[src/rtl/regfile_wb_queue_pkg.sv]
// Shared widths and the writeback entry type for the register-file writeback queue.
package regfile_pkg;

    localparam int DATA_W   = 16;
    localparam int ADDR_W   = 5;
    localparam int NUM_REGS = 32;

    typedef struct packed {
        logic [ADDR_W-1:0] rd;
        logic [DATA_W-1:0] data;
    } wb_entry_t;

endpackage

[src/rtl/regfile_wb_queue_if.sv]
// Bundle of producer handshakes, register-file write port and decode scoreboard query.
interface regfile_wb_queue_if #(
    parameter int DATA_W = regfile_pkg::DATA_W,
    parameter int ADDR_W = regfile_pkg::ADDR_W,
    parameter int DEPTH  = 4
);
    localparam int CW = $clog2(DEPTH + 1);

    logic              alu_valid;
    logic              alu_ready;
    logic [ADDR_W-1:0] alu_rd;
    logic [DATA_W-1:0] alu_data;
    logic              ld_valid;
    logic              ld_ready;
    logic [ADDR_W-1:0] ld_rd;
    logic [DATA_W-1:0] ld_data;
    logic              RegWrite;
    logic [ADDR_W-1:0] Rd;
    logic [DATA_W-1:0] Write_data;
    logic [ADDR_W-1:0] chk_rs1;
    logic [ADDR_W-1:0] chk_rs2;
    logic              pend_rs1;
    logic              pend_rs2;
    logic [CW-1:0]     count;

    modport slave (
        input  alu_valid, alu_rd, alu_data, ld_valid, ld_rd, ld_data, chk_rs1, chk_rs2,
        output alu_ready, ld_ready, RegWrite, Rd, Write_data, pend_rs1, pend_rs2, count
    );

    modport master (
        output alu_valid, alu_rd, alu_data, ld_valid, ld_rd, ld_data, chk_rs1, chk_rs2,
        input  alu_ready, ld_ready, RegWrite, Rd, Write_data, pend_rs1, pend_rs2, count
    );

endinterface

[src/rtl/regfile_wb_queue_fifo.sv]
// Dual-push / single-pop FIFO of writeback entries; push_a is enqueued ahead of push_b.
module wbq_fifo
    import regfile_pkg::*;
#(
    parameter int DEPTH = 4,
    localparam int PW = $clog2(DEPTH),
    localparam int CW = $clog2(DEPTH + 1)
)(
    input  logic                clk,
    input  logic                rst_n,
    input  logic                push_a_i,
    input  wb_entry_t           ent_a_i,
    input  logic                push_b_i,
    input  wb_entry_t           ent_b_i,
    input  logic                pop_i,
    output wb_entry_t           head_o,
    output logic [CW-1:0]       count_o,
    output logic [DEPTH-1:0]    ent_valid_o,
    output logic [ADDR_W-1:0]   ent_rd_o [DEPTH]
);

    wb_entry_t       mem_q [DEPTH];
    logic [PW-1:0]   wr_ptr_q, wr_ptr_d;
    logic [PW-1:0]   rd_ptr_q, rd_ptr_d;
    logic [CW-1:0]   count_q, count_d;

    always_comb begin
        wr_ptr_d = wr_ptr_q + PW'(push_a_i) + PW'(push_b_i);
        rd_ptr_d = rd_ptr_q + PW'(pop_i);
        count_d  = count_q + CW'(push_a_i) + CW'(push_b_i) - CW'(pop_i);
    end

    always_ff @(posedge clk or negedge rst_n) begin
        if (!rst_n) begin
            wr_ptr_q <= '0;
            rd_ptr_q <= '0;
            count_q  <= '0;
        end else begin
            wr_ptr_q <= wr_ptr_d;
            rd_ptr_q <= rd_ptr_d;
            count_q  <= count_d;
        end
    end

    // Storage needs no reset: occupancy alone decides which slots are live.
    always_ff @(posedge clk) begin
        if (push_a_i) mem_q[wr_ptr_q] <= ent_a_i;
        if (push_b_i) mem_q[wr_ptr_q + PW'(1)] <= ent_b_i;
    end

    always_comb begin
        for (int i = 0; i < DEPTH; i++) begin
            ent_valid_o[i] = {1'b0, PW'(i) - rd_ptr_q} < count_q;
            ent_rd_o[i]    = mem_q[i].rd;
        end
    end

    assign head_o  = mem_q[rd_ptr_q];
    assign count_o = count_q;

endmodule

[src/rtl/regfile_wb_queue.sv]
// Writeback queue merging ALU and load results into the single register-file write port.
// Optional same-edge bypass into the output register when REGFILE_WBQ_BYPASS_EN is defined.
module regfile_wb_queue
    import regfile_pkg::*;
#(
    parameter int DATA_W = regfile_pkg::DATA_W,
    parameter int ADDR_W = regfile_pkg::ADDR_W,
    parameter int DEPTH  = 4
)(
    input  logic               clk,
    input  logic               rst_n,
    regfile_wb_queue_if.slave  bus
);

    localparam int CW = $clog2(DEPTH + 1);

    logic [CW-1:0]     count;
    wb_entry_t         head, ld_ent, alu_ent, ent_a, ent_b, byp_ent;
    logic              push_a, push_b, pop, byp;
    logic              ld_push, alu_push, ld_ready, alu_ready;
    logic [DEPTH-1:0]  ent_valid;
    logic [ADDR_W-1:0] ent_rd [DEPTH];
    logic              pend1, pend2;

    logic              regwrite_q, regwrite_d;
    logic [ADDR_W-1:0] rd_q, rd_d;
    logic [DATA_W-1:0] data_q, data_d;

    // The load unit owns the last free slot, so the ALU backs off when it contends.
    always_comb begin
        ld_ready  = count < CW'(DEPTH);
        alu_ready = (count < CW'(DEPTH)) && !(bus.ld_valid && (count == CW'(DEPTH - 1)));
    end

    assign ld_ent   = '{rd: bus.ld_rd,  data: bus.ld_data};
    assign alu_ent  = '{rd: bus.alu_rd, data: bus.alu_data};
    assign ld_push  = bus.ld_valid  && ld_ready  && (bus.ld_rd  != '0);
    assign alu_push = bus.alu_valid && alu_ready && (bus.alu_rd != '0);
    assign pop      = count != '0;

    always_comb begin
        push_a  = 1'b0;
        push_b  = 1'b0;
        byp     = 1'b0;
        ent_a   = ld_ent;
        ent_b   = alu_ent;
        byp_ent = ld_ent;
        if (ld_push) begin
            push_a = 1'b1;
            push_b = alu_push;
        end else if (alu_push) begin
            push_a = 1'b1;
            ent_a  = alu_ent;
        end
`ifdef REGFILE_WBQ_BYPASS_EN
        byp = (count == '0) && push_a;
        if (byp) begin
            byp_ent = ent_a;
            push_a  = push_b;
            ent_a   = ent_b;
            push_b  = 1'b0;
        end
`endif
    end

    wbq_fifo #(.DEPTH(DEPTH)) u_fifo (
        .clk         (clk),
        .rst_n       (rst_n),
        .push_a_i    (push_a),
        .ent_a_i     (ent_a),
        .push_b_i    (push_b),
        .ent_b_i     (ent_b),
        .pop_i       (pop),
        .head_o      (head),
        .count_o     (count),
        .ent_valid_o (ent_valid),
        .ent_rd_o    (ent_rd)
    );

    always_comb begin
        regwrite_d = pop || byp;
        rd_d       = rd_q;
        data_d     = data_q;
        if (pop) begin
            rd_d   = head.rd;
            data_d = head.data;
        end else if (byp) begin
            rd_d   = byp_ent.rd;
            data_d = byp_ent.data;
        end
    end

    always_ff @(posedge clk or negedge rst_n) begin
        if (!rst_n) begin
            regwrite_q <= 1'b0;
            rd_q       <= '0;
            data_q     <= '0;
        end else begin
            regwrite_q <= regwrite_d;
            rd_q       <= rd_d;
            data_q     <= data_d;
        end
    end

    // Pending lookup sees only registered state: queued entries plus the write in flight.
    always_comb begin
        pend1 = regwrite_q && (rd_q == bus.chk_rs1);
        pend2 = regwrite_q && (rd_q == bus.chk_rs2);
        for (int i = 0; i < DEPTH; i++) begin
            if (ent_valid[i] && (ent_rd[i] == bus.chk_rs1)) pend1 = 1'b1;
            if (ent_valid[i] && (ent_rd[i] == bus.chk_rs2)) pend2 = 1'b1;
        end
    end

    assign bus.pend_rs1   = pend1 && (bus.chk_rs1 != '0);
    assign bus.pend_rs2   = pend2 && (bus.chk_rs2 != '0);
    assign bus.ld_ready   = ld_ready;
    assign bus.alu_ready  = alu_ready;
    assign bus.RegWrite   = regwrite_q;
    assign bus.Rd         = rd_q;
    assign bus.Write_data = data_q;
    assign bus.count      = count;

endmodule
[src/flat_wrapper.sv]
// flat-port wrapper written by rule: the top's interface ports become plain ports
module regfile_wb_queue_flat import regfile_pkg::*;
#(
    parameter int DATA_W = regfile_pkg::DATA_W,
    parameter int ADDR_W = regfile_pkg::ADDR_W,
    parameter int DEPTH  = 4
)
  (clk, rst_n, bus_alu_valid, bus_alu_rd, bus_alu_data, bus_ld_valid, bus_ld_rd, bus_ld_data, bus_chk_rs1, bus_chk_rs2, bus_alu_ready, bus_ld_ready, bus_RegWrite, bus_Rd, bus_Write_data, bus_pend_rs1, bus_pend_rs2, bus_count);
  regfile_wb_queue_if #(.DATA_W(DATA_W), .ADDR_W(ADDR_W), .DEPTH(DEPTH)) bus_i ();
  input  logic clk;
  input  logic rst_n;
  input wire logic [$bits(bus_i.alu_valid)-1:0] bus_alu_valid;
  input wire logic [$bits(bus_i.alu_rd)-1:0] bus_alu_rd;
  input wire logic [$bits(bus_i.alu_data)-1:0] bus_alu_data;
  input wire logic [$bits(bus_i.ld_valid)-1:0] bus_ld_valid;
  input wire logic [$bits(bus_i.ld_rd)-1:0] bus_ld_rd;
  input wire logic [$bits(bus_i.ld_data)-1:0] bus_ld_data;
  input wire logic [$bits(bus_i.chk_rs1)-1:0] bus_chk_rs1;
  input wire logic [$bits(bus_i.chk_rs2)-1:0] bus_chk_rs2;
  output wire logic [$bits(bus_i.alu_ready)-1:0] bus_alu_ready;
  output wire logic [$bits(bus_i.ld_ready)-1:0] bus_ld_ready;
  output wire logic [$bits(bus_i.RegWrite)-1:0] bus_RegWrite;
  output wire logic [$bits(bus_i.Rd)-1:0] bus_Rd;
  output wire logic [$bits(bus_i.Write_data)-1:0] bus_Write_data;
  output wire logic [$bits(bus_i.pend_rs1)-1:0] bus_pend_rs1;
  output wire logic [$bits(bus_i.pend_rs2)-1:0] bus_pend_rs2;
  output wire logic [$bits(bus_i.count)-1:0] bus_count;
  assign bus_i.alu_valid = bus_alu_valid;
  assign bus_i.alu_rd = bus_alu_rd;
  assign bus_i.alu_data = bus_alu_data;
  assign bus_i.ld_valid = bus_ld_valid;
  assign bus_i.ld_rd = bus_ld_rd;
  assign bus_i.ld_data = bus_ld_data;
  assign bus_i.chk_rs1 = bus_chk_rs1;
  assign bus_i.chk_rs2 = bus_chk_rs2;
  assign bus_alu_ready = bus_i.alu_ready;
  assign bus_ld_ready = bus_i.ld_ready;
  assign bus_RegWrite = bus_i.RegWrite;
  assign bus_Rd = bus_i.Rd;
  assign bus_Write_data = bus_i.Write_data;
  assign bus_pend_rs1 = bus_i.pend_rs1;
  assign bus_pend_rs2 = bus_i.pend_rs2;
  assign bus_count = bus_i.count;
  regfile_wb_queue #(.DATA_W(DATA_W), .ADDR_W(ADDR_W), .DEPTH(DEPTH)) u_core (.clk(clk), .rst_n(rst_n), .bus(bus_i));
endmodule
[config.mk]
export PLATFORM = sky130hd
export DESIGN_NAME = regfile_wb_queue_flat
export DESIGN_NICKNAME = d
export VERILOG_FILES = /design/src/rtl/regfile_wb_queue_pkg.sv /design/src/rtl/regfile_wb_queue_if.sv /design/src/rtl/regfile_wb_queue_fifo.sv /design/src/rtl/regfile_wb_queue.sv /design/src/flat_wrapper.sv
export SDC_FILE = /design/constraint.sdc
export NUM_CORES = 1
export LEC_CHECK = 0
export ABC_CLOCK_PERIOD_IN_PS = 6100
export CAP_MARGIN = 20
export CORE_MARGIN = 5
export CORE_UTILIZATION = 30
export CTS_CLUSTER_SIZE = 25
export DETAILED_ROUTE_END_ITERATION = 7
export DONT_BUFFER_PORTS = 1
export PLACE_DENSITY_LB_ADDON = 0.15
export SLEW_MARGIN = 20
export SYNTH_ARGS = -nofsm -noshare
export SYNTH_HDL_FRONTEND = slang
export SYNTH_SLANG_ARGS = --single-unit
[constraint.sdc]
create_clock -name clk -period 6.1 [get_ports clk]
set_clock_uncertainty 0.15 [all_clocks]
set_input_delay 0.305 -clock clk [delete_from_list [all_inputs] [get_ports clk]]
set_output_delay 0.305 -clock clk [all_outputs]
set_load 0.005 [all_outputs]
==> results of run 1 <==
[through the flow]
step	hold slack [ns]	total power [mW]	setup slack, ns
2_1_floorplan	-0.141	2.25	3.03
3_3_place_gp	-0.140	2.55	2.86
3_5_place_dp	-0.140	2.57	2.77
4_1_cts	0.193	3.58	2.73
5_1_grt	0.226	3.72	2.49
6_report	0.202	3.51	2.75
[logic make-up after synthesis]
logic type | count (synthesis) | synth area share
adders and majority gates | 9 | 0.0221
DFF | 113 | 0.531
xor gates and xnor gates | 55 | 0.0788
buffers and inverters | 35 | 0.0319
and+or+nand+nor | 38 | 0.0352
muxes | 126 | 0.273
AOI/OAI and AO/OA | 21 | 0.0274
[state kept, by name, summed over array words and instances, names as in the netlist]
name / count
u_core.bus.Rd: 5
u_core.bus.RegWrite: 1
u_core.bus.Write_data: 16
u_core.u_fifo.count_o: 3
u_core.u_fifo.mem_q: 84
u_core.u_fifo.rd_ptr_q: 2
u_core.u_fifo.wr_ptr_q: 2
[repair_timing]
item                                   4_1_cts  5_1_grt
endpoints found under the hold margin      113        0
hold buffers                                65        0
setup buffers                                0        0
[synth_stat cells, drive strengths merged, types with 2 or more instances]
library cell and number:
a22o 2, nand4 6, fa 3, nor3 7, clkbuf 16, o21ai 6, ha 6, xnor2 17
edfxtp 84, inv 8, buf 11, a21oi 3, a31oi 2, xor2 38, o21bai 2, o211ai 2
or4 3, mux4 21, nand3 4, mux2 105, nor2b 5, dfrtp 29, nor2 5, o22a 2
nand2b 2, nor4 4
[final cells by class]
cell class	instances	area (µm²)
Tap cell	270	338
Fill cell	1949	12600
Timing Repair Buffer	75	736
Sequential cell	113	3250
Clock inverter	6	57.6
Clock buffer	26	489
Inverter	8	30.0
Multi-Input combinational cell	249	2680
[where the power goes]
| group | internal [mW] | switching (mW) |
|---|---|---|
| registers | 1.15 | 0.233 |
| logic | 0.657 | 0.564 |
| clock network | 0.589 | 0.321 |
[worst paths after layout]
| check | from | depth (start not counted) | endpoint | slack, ns |
|---|---|---|---|---|
| worst max-delay path | u_core.u_fifo.count_o[0]$_DFF_PN0_ | 10 | u_core.u_fifo.count_o[2]$_DFF_PN0_ | 2.75 |
| min in group clk | u_core.bus.Write_data[3]$_DFFE_PN0N_ | 1 | u_core.bus.Write_data[3]$_DFFE_PN0N_ | 0.38 |
| worst min-delay path | rst_n | 2 | u_core.u_fifo.count_o[0]$_DFF_PN0_ | 0.20 |
| worst min register to register | u_core.bus.Write_data[3]$_DFFE_PN0N_ | 1 | u_core.bus.Write_data[3]$_DFFE_PN0N_ | 0.38 |
| max in group asynchronous | rst_n | 2 | u_core.u_fifo.rd_ptr_q[0]$_DFF_PN0_ | 5.41 |
| worst max register to register | u_core.u_fifo.count_o[0]$_DFF_PN0_ | 10 | u_core.u_fifo.count_o[2]$_DFF_PN0_ | 2.75 |
[metal layers]
layer / vias to the layer above / GRT usage / wire length (µm)
li1: 1646 / - / -
met1: 1845 / 0.153 / 6250
met2: 62 / 0.266 / 8850
met3: 11 / 0.0415 / 674
met4: 0 / 0.0412 / 143
met5: - / 0 / 0
[critical path, stage by stage (launching register included)]
cell     delay (ns)
dfrtp_1        0.49
a31oi_1        0.36
o311a_2        0.33
nor2b_1        0.38
inv_1          0.10
ha_1           0.29
inv_1          0.05
fa_1           0.40
fa_1           0.38
xnor2_1        0.15
xnor2_1        0.14
==> report_table.html, run 1 <==
<table>
<tr><th>Metric</th><th>Value</th></tr>
<tr><th colspan="2">GRT</th></tr>
<tr><td>GRT Total Usage</td><td>0.141</td></tr>
<tr><td>Antenna violations before repair</td><td>0</td></tr>
<tr><td>Sum of overflow across all layers after global routing</td><td>0</td></tr>
<tr><td>Vias in the first global route</td><td>4,123</td></tr>
<tr><td>Maximum number of pins on one net before global-route repair</td><td>30</td></tr>
<tr><td>Global-route wire length before repair</td><td>25,000 µm</td></tr>
<tr><th colspan="2">Placement</th></tr>
<tr><td>Port buffer count</td><td>0</td></tr>
<tr><td>Placed instance area</td><td>6370 µm²</td></tr>
<tr><td>Gp weighted congestion</td><td>roughly 0.78</td></tr>
<tr><td>Placed wire-length estimate after detailed placement</td><td>10,100 µm</td></tr>
<tr><td>Placed instance count</td><td>650</td></tr>
<tr><th colspan="2">Final layout</th></tr>
<tr><td>Area delta synth-&gt;final</td><td>24.0%</td></tr>
<tr><td>Finished layout cell area</td><td>7580 µm²</td></tr>
<tr><td>Most frequent standard cell in the layout excluding fill and tap cells</td><td>mux2_2</td></tr>
<tr><td>Utilization after layout</td><td>0.376</td></tr>
<tr><td>Ratio of cells with drive above 1 in the final layout</td><td>0.363</td></tr>
<tr><td>Most frequent cells in the layout</td><td>mux2_2 (101), edfxtp_1 (84), dlygate4sd3_1 (64)</td></tr>
<tr><td>Number of antenna repair diodes</td><td>0</td></tr>
<tr><td>Finished Layout Cells</td><td>between 700 and 800</td></tr>
<tr><td>Nets@finish</td><td>529</td></tr>
<tr><th colspan="2">Timing</th></tr>
<tr><td>RSZ-0062 raised after global routing</td><td>no</td></tr>
<tr><td>Final Hold Viols</td><td>0</td></tr>
<tr><td>Setup tns final</td><td>0 ns</td></tr>
<tr><td>Max Clk Rate</td><td>0.298 GHz</td></tr>
<tr><td>Slew Limit Fails</td><td>0</td></tr>
<tr><td>Number of endpoints failing setup at the final stage</td><td>0</td></tr>
<tr><td>Headroom to the max-slew limit</td><td>0.389</td></tr>
<tr><td>Share of the cycle needed by the critical path after routing</td><td>0.549</td></tr>
<tr><td>Tightest Pin Transition</td><td>0.917 ns</td></tr>
<tr><td>Time the worst path needs with I/O delays and setup</td><td>3.35 ns</td></tr>
<tr><th colspan="2">Clock tree</th></tr>
<tr><td>TritonCTS clock tree</td><td>yes</td></tr>
<tr><td>Htree depth</td><td>4</td></tr>
<tr><td>Number of resized instances in the post-cts repair step</td><td>0</td></tr>
<tr><td>TritonCTS sink count</td><td>~110</td></tr>
<tr><td>CTS root buf</td><td>clkbuf_16</td></tr>
<tr><td>Clock latency on the worst-skew pair</td><td>approximately 0.4 ns</td></tr>
<tr><td>Reg clk slew, reported paths</td><td>0.05 ns</td></tr>
<tr><td>Total clock buffers created by CTS</td><td>17</td></tr>
<tr><td>Deepest clock path buffer count</td><td>2</td></tr>
<tr><th colspan="2">Routing</th></tr>
<tr><td>Remaining antenna violation count after routing</td><td>0</td></tr>
<tr><td>Via count</td><td>about 3,600</td></tr>
<tr><td>Post-DR vias/cell</td><td>4.77</td></tr>
<tr><td>Initial DRC count</td><td>72</td></tr>
<tr><td>Number of detailed-routing iterations run before antenna repair</td><td>2</td></tr>
<tr><td>Mean routed wirelength per cell</td><td>21.3 µm</td></tr>
<tr><td>Overall routed net length</td><td>~16,000 µm</td></tr>
<tr><td>DRC viols</td><td>0</td></tr>
<tr><th colspan="2">Yosys</th></tr>
<tr><td>Summed instance area of the synthesized netlist</td><td>6110 µm²</td></tr>
<tr><td>Async set-or-reset flop fraction in the synthesized netlist</td><td>0.257</td></tr>
<tr><td>Number of distinct library cell variants in the gate-level netlist after synthesis</td><td>34</td></tr>
<tr><td>Prevailing post-synth register cell</td><td>edfxtp_1</td></tr>
<tr><td>Number of enable-type register cells in the synthesized netlist</td><td>84</td></tr>
<tr><td>Share of Yosys cell area claimed by the top area cell type</td><td>0.413</td></tr>
<tr><td>Number of nets produced by synthesis</td><td>about 460</td></tr>
<tr><td>Top cell type by total area after synthesis</td><td>edfxtp_1</td></tr>
<tr><td>Synth Area per Inst</td><td>around 15 µm²</td></tr>
<tr><td>Flip-flop and latch count after synthesis</td><td>113</td></tr>
<tr><td>Number of warnings issued by yosys</td><td>0</td></tr>
<tr><td>Register area share after synthesis</td><td>0.531</td></tr>
<tr><td>Synthesized instance count</td><td>397</td></tr>
<tr><td>Ranking of synthesized cells by area</td><td>edfxtp_1 (41%), mux2_2 (19%), dfrtp_1 (12%), mux4_2 (7.7%), xor2_1 (5.4%)</td></tr>
<tr><th colspan="2">Die</th></tr>
<tr><td>Placement Rows</td><td>52</td></tr>
<tr><td>Die area</td><td>about 23,000 µm²</td></tr>
<tr><td>Die width</td><td>153 µm</td></tr>
<tr><td>Die span in y</td><td>between 150 and 200 µm</td></tr>
<tr><td>Number of top-level design ports</td><td>85</td></tr>
<tr><td>Placeable Area</td><td>~20,000 µm²</td></tr>
<tr><td>Initial Utilization</td><td>0.303</td></tr>
<tr><th colspan="2">Power</th></tr>
<tr><td>P_leak</td><td>2.68 nW</td></tr>
<tr><td>Power density relative to cell area</td><td>463 nW/µm²</td></tr>
<tr><td>Maximum resistive drop on vdd</td><td>189 µV</td></tr>
<tr><th colspan="2">Worst setup path</th></tr>
<tr><td>Data required time of the critical path</td><td>6.22 ns</td></tr>
<tr><td>Critical path arrival</td><td>between 3 and 4 ns</td></tr>
<tr><td>Maximum fanout encountered on the critical timing path</td><td>7</td></tr>
<tr><td>Crit Path Class</td><td>flip-flop to flip-flop</td></tr>
<tr><td>CP endpoint kind</td><td>flip-flop</td></tr>
<tr><td>Crit path launch type</td><td>flip-flop</td></tr>
<tr><th colspan="2">Job</th></tr>
<tr><td>Count of maximum capacitance violations</td><td>0</td></tr>
<tr><th colspan="2">Status</th></tr>
<tr><td>Status</td><td>finished, final reports clean</td></tr>
<tr><th colspan="2">Worst hold path</th></tr>
<tr><td>Kind of path behind the tightest hold check</td><td>input port to async pin</td></tr>
</table>
No activity file was read; power rests on OpenSTA's default activity.
==> run 2: changes to the inputs <==
- ABC_AREA: unset -> 1
- ABC_CLOCK_PERIOD_IN_PS: 6100 -> 3000
- clock period: 6.1 -> 3 ns (I/O delays scaled with it)
==> report_table.html, run 2 <==
<table>
<tr><th>Metric</th><th>Value</th></tr>
<tr><th colspan="2">Status</th></tr>
<tr><td>Status</td><td>finished, final reports clean</td></tr>
<tr><th colspan="2">Yosys</th></tr>
<tr><td>Synth Area per Inst</td><td>8.24 µm² (-47%)</td></tr>
<tr><td>Flip-flop and latch count after synthesis</td><td>113 (unchanged)</td></tr>
<tr><td>Dominant cell by count in the synthesized netlist</td><td>nand2_1</td></tr>
<tr><td>Top cell type by total area after synthesis</td><td>edfxtp_1</td></tr>
<tr><td>Prevailing post-synth register cell</td><td>edfxtp_1</td></tr>
<tr><td>Number of distinct library cell variants in the gate-level netlist after synthesis</td><td>32 (-5.9%)</td></tr>
<tr><td>Number of warnings issued by yosys</td><td>0 (unchanged)</td></tr>
<tr><td>Ranking of synthesized cells by area</td><td>edfxtp_1 (37%), nand2_1 (13%), nand3_1 (12%), dfrtp_1 (11%), inv_1 (3.1%)</td></tr>
<tr><td>Register area share after synthesis</td><td>0.482 (-0.0491)</td></tr>
<tr><td>Summed instance area of the synthesized netlist</td><td>6740 µm² (+10%)</td></tr>
<tr><td>Async set-or-reset flop fraction in the synthesized netlist</td><td>0.257 (unchanged)</td></tr>
<tr><td>Leading cell types by count after synthesis</td><td>nand2_1 (242), nand3_1 (164), edfxtp_1 (84), inv_1 (56), nor2_1 (54)</td></tr>
<tr><td>Share of Yosys cell area claimed by the top area cell type</td><td>0.374 (-0.0382)</td></tr>
<tr><td>Number of nets produced by synthesis</td><td>883 (+91%)</td></tr>
<tr><td>Synthesized instance count</td><td>818 (+110%)</td></tr>
<tr><td>Number of enable-type register cells in the synthesized netlist</td><td>84 (unchanged)</td></tr>
<tr><th colspan="2">Placement</th></tr>
<tr><td>Gp weighted congestion</td><td>0.796 (+1.5%)</td></tr>
<tr><td>Placed instance count</td><td>1,076 (+66%)</td></tr>
<tr><td>Placed wire-length estimate after detailed placement</td><td>14,900 µm (+48%)</td></tr>
<tr><td>Port buffer count</td><td>0 (unchanged)</td></tr>
<tr><td>Placement Setup Slack</td><td>0.347 ns (-2.43 ns)</td></tr>
<tr><th colspan="2">Clock tree</th></tr>
<tr><td>Deepest clock path buffer count</td><td>2 (unchanged)</td></tr>
<tr><td>Number of resized instances in the post-cts repair step</td><td>0 (unchanged)</td></tr>
<tr><td>TritonCTS clock tree</td><td>yes</td></tr>
<tr><td>Count of hold buffers inserted by post-cts repair</td><td>41 (-37%)</td></tr>
<tr><td>TritonCTS sink count</td><td>113 (unchanged)</td></tr>
<tr><td>CTS root buf</td><td>clkbuf_16</td></tr>
<tr><td>Htree depth</td><td>4 (unchanged)</td></tr>
<tr><td>Reg clk slew, reported paths</td><td>0.05 ns (about the same)</td></tr>
<tr><td>Clock latency on the worst-skew pair</td><td>0.41 ns (about the same)</td></tr>
<tr><td>Total clock buffers created by CTS</td><td>17 (unchanged)</td></tr>
<tr><td>Buffer count from post-CTS setup fixing</td><td>0 (unchanged)</td></tr>
<tr><th colspan="2">Routing</th></tr>
<tr><td>Initial DRC count</td><td>467 (+550%)</td></tr>
<tr><td>Remaining antenna violation count after routing</td><td>0 (unchanged)</td></tr>
<tr><td>Mean routed wirelength per cell</td><td>19.4 µm (-9.1%)</td></tr>
<tr><td>Post-DR vias/cell</td><td>5.07 (+6.2%)</td></tr>
<tr><td>DRC viols</td><td>0 (unchanged)</td></tr>
<tr><td>Number of detailed-routing iterations run before antenna repair</td><td>5 (+3)</td></tr>
<tr><td>Overall routed net length</td><td>22,200 µm (+40%)</td></tr>
<tr><td>Via count</td><td>5,823 (+63%)</td></tr>
<tr><th colspan="2">Power</th></tr>
<tr><td>Maximum resistive drop on vdd</td><td>396 µV (+110%)</td></tr>
<tr><td>Internal power</td><td>4.92 mW (+110%)</td></tr>
<tr><td>Share of total power in sequential cells</td><td>0.343 (-0.050)</td></tr>
<tr><td>P_leak</td><td>3.54 nW (+32%)</td></tr>
<tr><td>Combinational group share of total power</td><td>0.380 (+0.032)</td></tr>
<tr><td>Power, Total</td><td>8.02 mW (+130%)</td></tr>
<tr><td>Part of the power in the clock network</td><td>0.278 (+0.019)</td></tr>
<tr><td>Switching power</td><td>3.11 mW (+180%)</td></tr>
<tr><td>Switching part of the total</td><td>0.387 (+0.0686)</td></tr>
<tr><td>Power density relative to cell area</td><td>981 nW/µm² (+110%)</td></tr>
<tr><th colspan="2">Worst setup path</th></tr>
<tr><td>Data required time of the critical path</td><td>3.01 ns (-3.21 ns)</td></tr>
<tr><td>CP endpoint kind</td><td>flip-flop</td></tr>
<tr><td>Critical path arrival</td><td>2.87 ns (-0.61 ns)</td></tr>
<tr><td>Most common cell type on the critical path</td><td>nand2_1</td></tr>
<tr><td>Crit path launch type</td><td>flip-flop</td></tr>
<tr><td>Critical path's slowest cell</td><td>dlygate4sd3_1</td></tr>
<tr><td>Delay of the slowest cell on the worst path</td><td>0.54 ns (+0.05 ns)</td></tr>
<tr><td>Cell Chain, Critical Path</td><td>inv_2, nand2_1, inv_2, nand3_2, nor2_4, buf_4, nand2_1, buf_4, nand3_1, nand2_1, dlygate4sd3_1</td></tr>
<tr><td>Maximum fanout encountered on the critical timing path</td><td>33 (+26)</td></tr>
<tr><td>Crit Path Class</td><td>flip-flop to flip-flop</td></tr>
<tr><th colspan="2">Final layout</th></tr>
<tr><td>Finished Layout Cells</td><td>1,149 (+54%)</td></tr>
<tr><td>Nets@finish</td><td>921 (+74%)</td></tr>
<tr><td>Largest register by flop count</td><td>u_core.u_fifo.mem_q</td></tr>
<tr><td>Most frequent standard cell in the layout excluding fill and tap cells</td><td>nand2_1</td></tr>
<tr><td>Flip-flop count of the largest register, all copies and words added</td><td>84 (unchanged)</td></tr>
<tr><td>FILL cells</td><td>2,223 (+14%)</td></tr>
<tr><td>Area delta synth-&gt;final</td><td>21.5%</td></tr>
<tr><td>Number of antenna repair diodes</td><td>0 (unchanged)</td></tr>
<tr><td>Ratio of cells with drive above 1 in the final layout</td><td>0.0852 (-0.278)</td></tr>
<tr><td>Most frequent cells in the layout</td><td>nand2_1 (241), nand3_1 (164), edfxtp_1 (84)</td></tr>
<tr><th colspan="2">Die</th></tr>
<tr><td>Die width</td><td>160 µm (+4.6%)</td></tr>
<tr><td>Initial Utilization</td><td>0.307 (+0.00368)</td></tr>
<tr><td>Placement Rows</td><td>54 (+3.8%)</td></tr>
<tr><td>Die span in y</td><td>160 µm (+4.6%)</td></tr>
<tr><td>Die area</td><td>25,600 µm² (+9.5%)</td></tr>
<tr><td>Placeable Area</td><td>22,000 µm² (+8.9%)</td></tr>
<tr><td>Number of top-level design ports</td><td>85 (unchanged)</td></tr>
<tr><th colspan="2">Timing</th></tr>
<tr><td>Setup tns final</td><td>0 ns (unchanged)</td></tr>
<tr><td>Final worst hold slack</td><td>0.00868 ns (-0.194 ns)</td></tr>
<tr><td>Slew Limit Fails</td><td>0 (unchanged)</td></tr>
<tr><td>Headroom to the max-slew limit</td><td>0.428 (+0.0395)</td></tr>
<tr><td>RSZ-0062 raised after global routing</td><td>no</td></tr>
<tr><td>Worst-case setup margin in the final layout</td><td>0.146 ns (-2.60 ns)</td></tr>
<tr><td>Final Hold Viols</td><td>0 (unchanged)</td></tr>
<tr><td>Time the worst path needs with I/O delays and setup</td><td>2.85 ns (-0.498 ns)</td></tr>
<tr><td>Number of endpoints failing setup at the final stage</td><td>0 (unchanged)</td></tr>
<tr><td>Share of the cycle needed by the critical path after routing</td><td>0.951 (+0.402)</td></tr>
<tr><td>Max Clk Rate</td><td>0.350 GHz (+17%)</td></tr>
<tr><td>Tightest Pin Transition</td><td>0.858 ns (-0.0593 ns)</td></tr>
<tr><th colspan="2">GRT</th></tr>
<tr><td>Maximum number of pins on one net before global-route repair</td><td>45 (+50%)</td></tr>
<tr><td>Antenna violations before repair</td><td>0 (unchanged)</td></tr>
<tr><td>Vias in the first global route</td><td>5,659 (+37%)</td></tr>
<tr><td>Sum of overflow across all layers after global routing</td><td>0 (unchanged)</td></tr>
<tr><td>GRT Total Usage</td><td>0.173 (+0.0320)</td></tr>
<tr><td>Global-route wire length before repair</td><td>34,100 µm (+37%)</td></tr>
<tr><th colspan="2">Job</th></tr>
<tr><td>Count of maximum capacitance violations</td><td>0 (unchanged)</td></tr>
<tr><th colspan="2">Worst hold path</th></tr>
<tr><td>Kind of path behind the tightest hold check</td><td>input port to flip-flop</td></tr>
</table>
[run 2: changes by cell type after synthesis, sizes merged, moves of 4 or more]
cell,before,now
nor2,5,55
nor3,7,1
nor2b,5,0
a41oi,0,14
clkbuf,16,20
nand3b,0,19
xor2,38,18
mux4,21,0
nand2,0,243
nand3,4,165
buf,11,30
mux2,105,0
inv,8,65
a22oi,0,20
[run 2: cells by family (layout without fill, tap and decap cells)]
kind of cell | Yosys count | after routing | synth area share
AOI/OAI and AO/OA | 56 | 56 | 0.0598
xor gates and xnor gates | 36 | 36 | 0.0468
adders and majority gates | 9 | 9 | 0.0201
buffers and inverters | 116 | 167 | 0.0737
DFF | 113 | 113 | 0.482
and+or+nand+nor | 488 | 488 | 0.317
[run 2: per-stage QoR]
step | instance area (µm²) | util
2_1_floorplan | 6740 | -
3_3_place_gp | 7120 | 0.324
3_5_place_dp | 7120 | 0.324
4_1_cts | 8180 | 0.373
5_1_grt | 8180 | 0.373
6_report | 8180 | 0.373
[run 2: final timing paths]
kind | from | to | slack [ns] | cells past startpoint
max | u_core.u_fifo.count_o[2]$_DFF_PN0_ | u_core.u_fifo.mem_q[3][20]$_DFFE_PP_ | 0.15 | 11
min | bus_ld_rd[4] | u_core.u_fifo.mem_q[1][20]$_DFFE_PP_ | 0.009 | 4
max reg2reg | u_core.u_fifo.count_o[2]$_DFF_PN0_ | u_core.u_fifo.mem_q[3][20]$_DFFE_PP_ | 0.15 | 11
min reg2reg | u_core.u_fifo.rd_ptr_q[1]$_DFF_PN0_ | u_core.u_fifo.rd_ptr_q[1]$_DFF_PN0_ | 0.37 | 1
max in group asynchronous | rst_n | u_core.bus.Write_data[10]$_DFFE_PN0N_ | 2.41 | 2
min in group asynchronous | rst_n | u_core.bus.Write_data[6]$_DFFE_PN0N_ | 0.08 | 2
[run 2: final cells by class]
class,instances,area [µm²],area share
Clock buffer,21,460,0.0563
Clock inverter,11,185,0.0226
Inverter,66,248,0.0303
Multi-Input combinational cell,589,3010,0.368
Sequential cell,113,3250,0.397
Tap cell,280,350,0.0428
Timing Repair Buffer,69,681,0.0832
[run 2: routing by layer]
metal / GRT usage / wire, µm / vias to the layer above
met3: 0.0387 / 1380 / 38
li1: - / - / 2845
met4: 0.0657 / 414 / 0
met1: 0.230 / 10000 / 2753
met2: 0.277 / 10400 / 187
met5: 0 / 0 / -
[run 2: critical path, delay by kind of cell, from the launching register on]
family	cells	cell delay (ns)
flip-flops	1	0.38
buffers and inverters	5	1.43
AND/OR/NAND/NOR	6	0.62
[run 2: power groups by stage]
stage	Sequential (mW)	Combinational [mW]	Clock (mW)
floorplan	2.67	1.97	0
global placement	2.79	2.99	0
detailed placement	2.79	2.99	0
CTS	2.76	3.08	2.27
global route	2.82	3.40	2.34
finish	2.75	3.05	2.23
==> run 3: changes to the inputs <==
- ABC_CLOCK_PERIOD_IN_PS: 3000 -> 3200
- CTS_BUF_LIST: unset -> sky130_fd_sc_hd__clkbuf_8
- clock period: 3 -> 3.2 ns (I/O delays scaled with it)
==> report_table.html, run 3 (synthesized netlist as in run 2, its figures left out) <==
<table>
<tr><th>Metric</th><th>Value</th></tr>
<tr><th colspan="2">Power</th></tr>
<tr><td>Part of the power in the clock network</td><td>0.193 (-0.085)</td></tr>
<tr><td>Share of total power in sequential cells</td><td>0.377 (+0.034)</td></tr>
<tr><td>Maximum resistive drop on vdd</td><td>267 µV (-32%)</td></tr>
<tr><td>Switching part of the total</td><td>0.433 (+0.0460)</td></tr>
<tr><td>Combinational group share of total power</td><td>0.430 (+0.050)</td></tr>
<tr><td>P_leak</td><td>3.49 nW (-1.6%)</td></tr>
<tr><td>Power, Total</td><td>6.84 mW (-15%)</td></tr>
<tr><td>Switching power</td><td>2.96 mW (-4.6%)</td></tr>
<tr><td>Power density relative to cell area</td><td>845 nW/µm² (-14%)</td></tr>
<tr><td>Internal power</td><td>3.88 mW (-21%)</td></tr>
<tr><th colspan="2">Clock tree</th></tr>
<tr><td>Buffer count from post-CTS setup fixing</td><td>0 (unchanged)</td></tr>
<tr><td>Total clock buffers created by CTS</td><td>17 (unchanged)</td></tr>
<tr><td>TritonCTS clock tree</td><td>yes</td></tr>
<tr><td>Deepest clock path buffer count</td><td>2 (unchanged)</td></tr>
<tr><td>Clock latency on the worst-skew pair</td><td>0.44 ns (+0.03 ns)</td></tr>
<tr><td>TritonCTS sink count</td><td>113 (unchanged)</td></tr>
<tr><td>Reg clk slew, reported paths</td><td>0.07 ns (+0.02 ns)</td></tr>
<tr><td>CTS root buf</td><td>clkbuf_8</td></tr>
<tr><td>Htree depth</td><td>4 (unchanged)</td></tr>
<tr><th colspan="2">Final layout</th></tr>
<tr><td>Most frequent cells in the layout</td><td>nand2_1 (241), nand3_1 (164), edfxtp_1 (84)</td></tr>
<tr><td>Ratio of cells with drive above 1 in the final layout</td><td>0.0855 (+0.000334)</td></tr>
<tr><td>Most frequent standard cell in the layout excluding fill and tap cells</td><td>nand2_1</td></tr>
<tr><td>Finished Layout Cells</td><td>1,169 (+1.7%)</td></tr>
<tr><td>Utilization after layout</td><td>0.368 (-0.00416)</td></tr>
<tr><td>Number of antenna repair diodes</td><td>0 (unchanged)</td></tr>
<tr><td>Largest register by flop count</td><td>u_core.u_fifo.mem_q</td></tr>
<tr><td>Nets@finish</td><td>941 (+2.2%)</td></tr>
<tr><td>Area delta synth-&gt;final</td><td>20.1%</td></tr>
<tr><td>Finished layout cell area</td><td>8090 µm² (-1.1%)</td></tr>
<tr><td>Flip-flop count of the largest register, all copies and words added</td><td>84 (unchanged)</td></tr>
<tr><th colspan="2">Routing</th></tr>
<tr><td>Via count</td><td>5,936 (+1.9%)</td></tr>
<tr><td>DRC viols</td><td>0 (unchanged)</td></tr>
<tr><td>Mean routed wirelength per cell</td><td>19.4 µm (+0.11%)</td></tr>
<tr><td>Initial DRC count</td><td>453 (-3.0%)</td></tr>
<tr><td>Post-DR vias/cell</td><td>5.08 (+0.20%)</td></tr>
<tr><td>Overall routed net length</td><td>22,700 µm (+1.9%)</td></tr>
<tr><td>Number of detailed-routing iterations run before antenna repair</td><td>5 (unchanged)</td></tr>
<tr><td>Remaining antenna violation count after routing</td><td>0 (unchanged)</td></tr>
<tr><th colspan="2">Worst setup path</th></tr>
<tr><td>CP endpoint kind</td><td>flip-flop</td></tr>
<tr><td>Cells on worst reg2reg path</td><td>12 (+1)</td></tr>
<tr><td>Data required time of the critical path</td><td>3.24 ns (+0.23 ns)</td></tr>
<tr><td>Critical path arrival</td><td>2.99 ns (+0.12 ns)</td></tr>
<tr><td>Cell family contributing the most delay on the critical path</td><td>buffers and inverters</td></tr>
<tr><td>Worst setup path startpoint</td><td>u_core.u_fifo.count_o[1]$_DFF_PN0_</td></tr>
<tr><td>Critical register-to-register path endpoint</td><td>u_core.u_fifo.mem_q[0][11]$_DFFE_PP_</td></tr>
<tr><td>Most common cell type on the critical path</td><td>nand2_1</td></tr>
<tr><td>Termination of the worst setup path</td><td>u_core.u_fifo.mem_q[0][11]$_DFFE_PP_</td></tr>
<tr><td>Maximum fanout encountered on the critical timing path</td><td>22 (-33%)</td></tr>
<tr><td>Critical path buffers and inverters</td><td>5 (unchanged)</td></tr>
<tr><td>Register-to-register path setup slack</td><td>0.25 ns (+0.10 ns)</td></tr>
<tr><td>Crit path launch type</td><td>flip-flop</td></tr>
<tr><td>FF-to-FF Start</td><td>u_core.u_fifo.count_o[1]$_DFF_PN0_</td></tr>
<tr><td>Delay of the slowest cell on the worst path</td><td>0.55 ns (about the same)</td></tr>
<tr><td>Crit Path Class</td><td>flip-flop to flip-flop</td></tr>
<tr><td>Critical path's slowest cell</td><td>dlygate4sd3_1</td></tr>
<tr><td>Cell Chain, Critical Path</td><td>nand3_1, nand2_1, inv_2, nand3_2, inv_2, buf_4, nand2_1, buf_4, nand2_1, nand3_1, nand2_1, dlygate4sd3_1</td></tr>
<tr><td>Logic depth of the worst path, buffers included</td><td>12 (+1)</td></tr>
<tr><th colspan="2">Job</th></tr>
<tr><td>Count of maximum capacitance violations</td><td>0 (unchanged)</td></tr>
<tr><th colspan="2">Placement</th></tr>
<tr><td>Placed instance count</td><td>1,073 (-0.28%)</td></tr>
<tr><td>Placed wire-length estimate after detailed placement</td><td>14,500 µm (-2.2%)</td></tr>
<tr><td>Placement Setup Slack</td><td>0.454 ns (+0.107 ns)</td></tr>
<tr><td>Placed instance area</td><td>7060 µm² (-0.84%)</td></tr>
<tr><td>Port buffer count</td><td>0 (unchanged)</td></tr>
<tr><td>Gp weighted congestion</td><td>0.844 (+6.0%)</td></tr>
<tr><th colspan="2">Worst hold path</th></tr>
<tr><td>Hold Startpoint</td><td>bus_ld_data[15]</td></tr>
<tr><td>Kind of path behind the tightest hold check</td><td>input port to flip-flop</td></tr>
<tr><th colspan="2">Die</th></tr>
<tr><td>Initial Utilization</td><td>0.307 (unchanged)</td></tr>
<tr><td>Placement Rows</td><td>54 (unchanged)</td></tr>
<tr><td>Placeable Area</td><td>22,000 µm² (unchanged)</td></tr>
<tr><td>Die width</td><td>160 µm (unchanged)</td></tr>
<tr><td>Die span in y</td><td>160 µm (unchanged)</td></tr>
<tr><td>Number of top-level design ports</td><td>85 (unchanged)</td></tr>
<tr><td>Die area</td><td>25,600 µm² (unchanged)</td></tr>
<tr><th colspan="2">Timing</th></tr>
<tr><td>Max Clk Rate</td><td>0.339 GHz (-3.3%)</td></tr>
<tr><td>Final Hold Viols</td><td>0 (unchanged)</td></tr>
<tr><td>Slew Limit Fails</td><td>0 (unchanged)</td></tr>
<tr><td>Setup tns final</td><td>0 ns (unchanged)</td></tr>
<tr><td>Tightest Pin Transition</td><td>0.829 ns (-0.0283 ns)</td></tr>
<tr><td>Share of the cycle needed by the critical path after routing</td><td>0.923 (-0.0287)</td></tr>
<tr><td>Number of endpoints failing setup at the final stage</td><td>0 (unchanged)</td></tr>
<tr><td>Time the worst path needs with I/O delays and setup</td><td>2.95 ns (+0.0984 ns)</td></tr>
<tr><td>Headroom to the max-slew limit</td><td>0.447 (+0.0189)</td></tr>
<tr><td>Final worst hold slack</td><td>0.0175 ns (+0.00881 ns)</td></tr>
<tr><td>Worst-case setup margin in the final layout</td><td>0.248 ns (+0.102 ns)</td></tr>
<tr><td>RSZ-0062 raised after global routing</td><td>no</td></tr>
<tr><th colspan="2">GRT</th></tr>
<tr><td>GRT Total Usage</td><td>0.176 (+0.00245)</td></tr>
<tr><td>Vias in the first global route</td><td>5,777 (+2.1%)</td></tr>
<tr><td>Antenna violations before repair</td><td>0 (unchanged)</td></tr>
<tr><td>Maximum number of pins on one net before global-route repair</td><td>66 (+47%)</td></tr>
<tr><td>Sum of overflow across all layers after global routing</td><td>0 (unchanged)</td></tr>
<tr><td>Global-route wire length before repair</td><td>34,700 µm (+1.6%)</td></tr>
<tr><th colspan="2">Status</th></tr>
<tr><td>Status</td><td>finished, final reports clean</td></tr>
</table>
## run 3: timing repair
item	CTS	global route
hold endpoints to repair	113	0
gates resized for setup	0	1
endpoints found under the setup margin	0	1
hold buffers	64	0
## run 3: worst min-delay path, delay by kind of cell
family / cells / cell delay [ns]
buf+inv: 1 / 0.02
simple gates: 3 / 0.31
## run 3: worst min path at each step
| stage | end | slack (ns) | cells past startpoint |
|---|---|---|---|
| 2_1_floorplan | u_core.bus.Rd[0]$_DFFE_PN0N_ | -0.29 | 0 |
| 5_1_grt | u_core.u_fifo.mem_q[1][15]$_DFFE_PP_ | 0.04 | 4 |
| 3_3_place_gp | u_core.bus.Write_data[0]$_DFFE_PN0N_ | -0.28 | 0 |
| 3_5_place_dp | u_core.bus.Write_data[0]$_DFFE_PN0N_ | -0.28 | 0 |
| 6_report | u_core.u_fifo.mem_q[2][15]$_DFFE_PP_ | 0.02 | 4 |
| 4_1_cts | u_core.u_fifo.mem_q[2][15]$_DFFE_PP_ | 0.00002 | 4 |
## run 3: cell type report
class	instances	area, µm²
Tap cell	280	350
Inverter	66	248
Multi-Input combinational cell	589	3010
Timing Repair Buffer	89	855
Clock buffer	17	234
Sequential cell	113	3250
Clock inverter	15	146
Fill cell	2280	13900
## run 3: per-layer routing
metal,vias to the layer above,GRT usage,wire [µm]
li1,2888,-,-
met1,2817,0.239,10400
met2,205,0.286,10500
met3,26,0.0327,1350
met4,0,0.0528,393
met5,-,0,0
## run 3: power by group through the flow
stage	combinational [mW]	sequential, mW	clock [mW]
finish	2.94	2.58	1.32
global route	3.27	2.65	1.42
CTS	2.95	2.59	1.36
detailed placement	2.77	2.62	0
global placement	2.75	2.62	0
floorplan	1.85	2.50	0
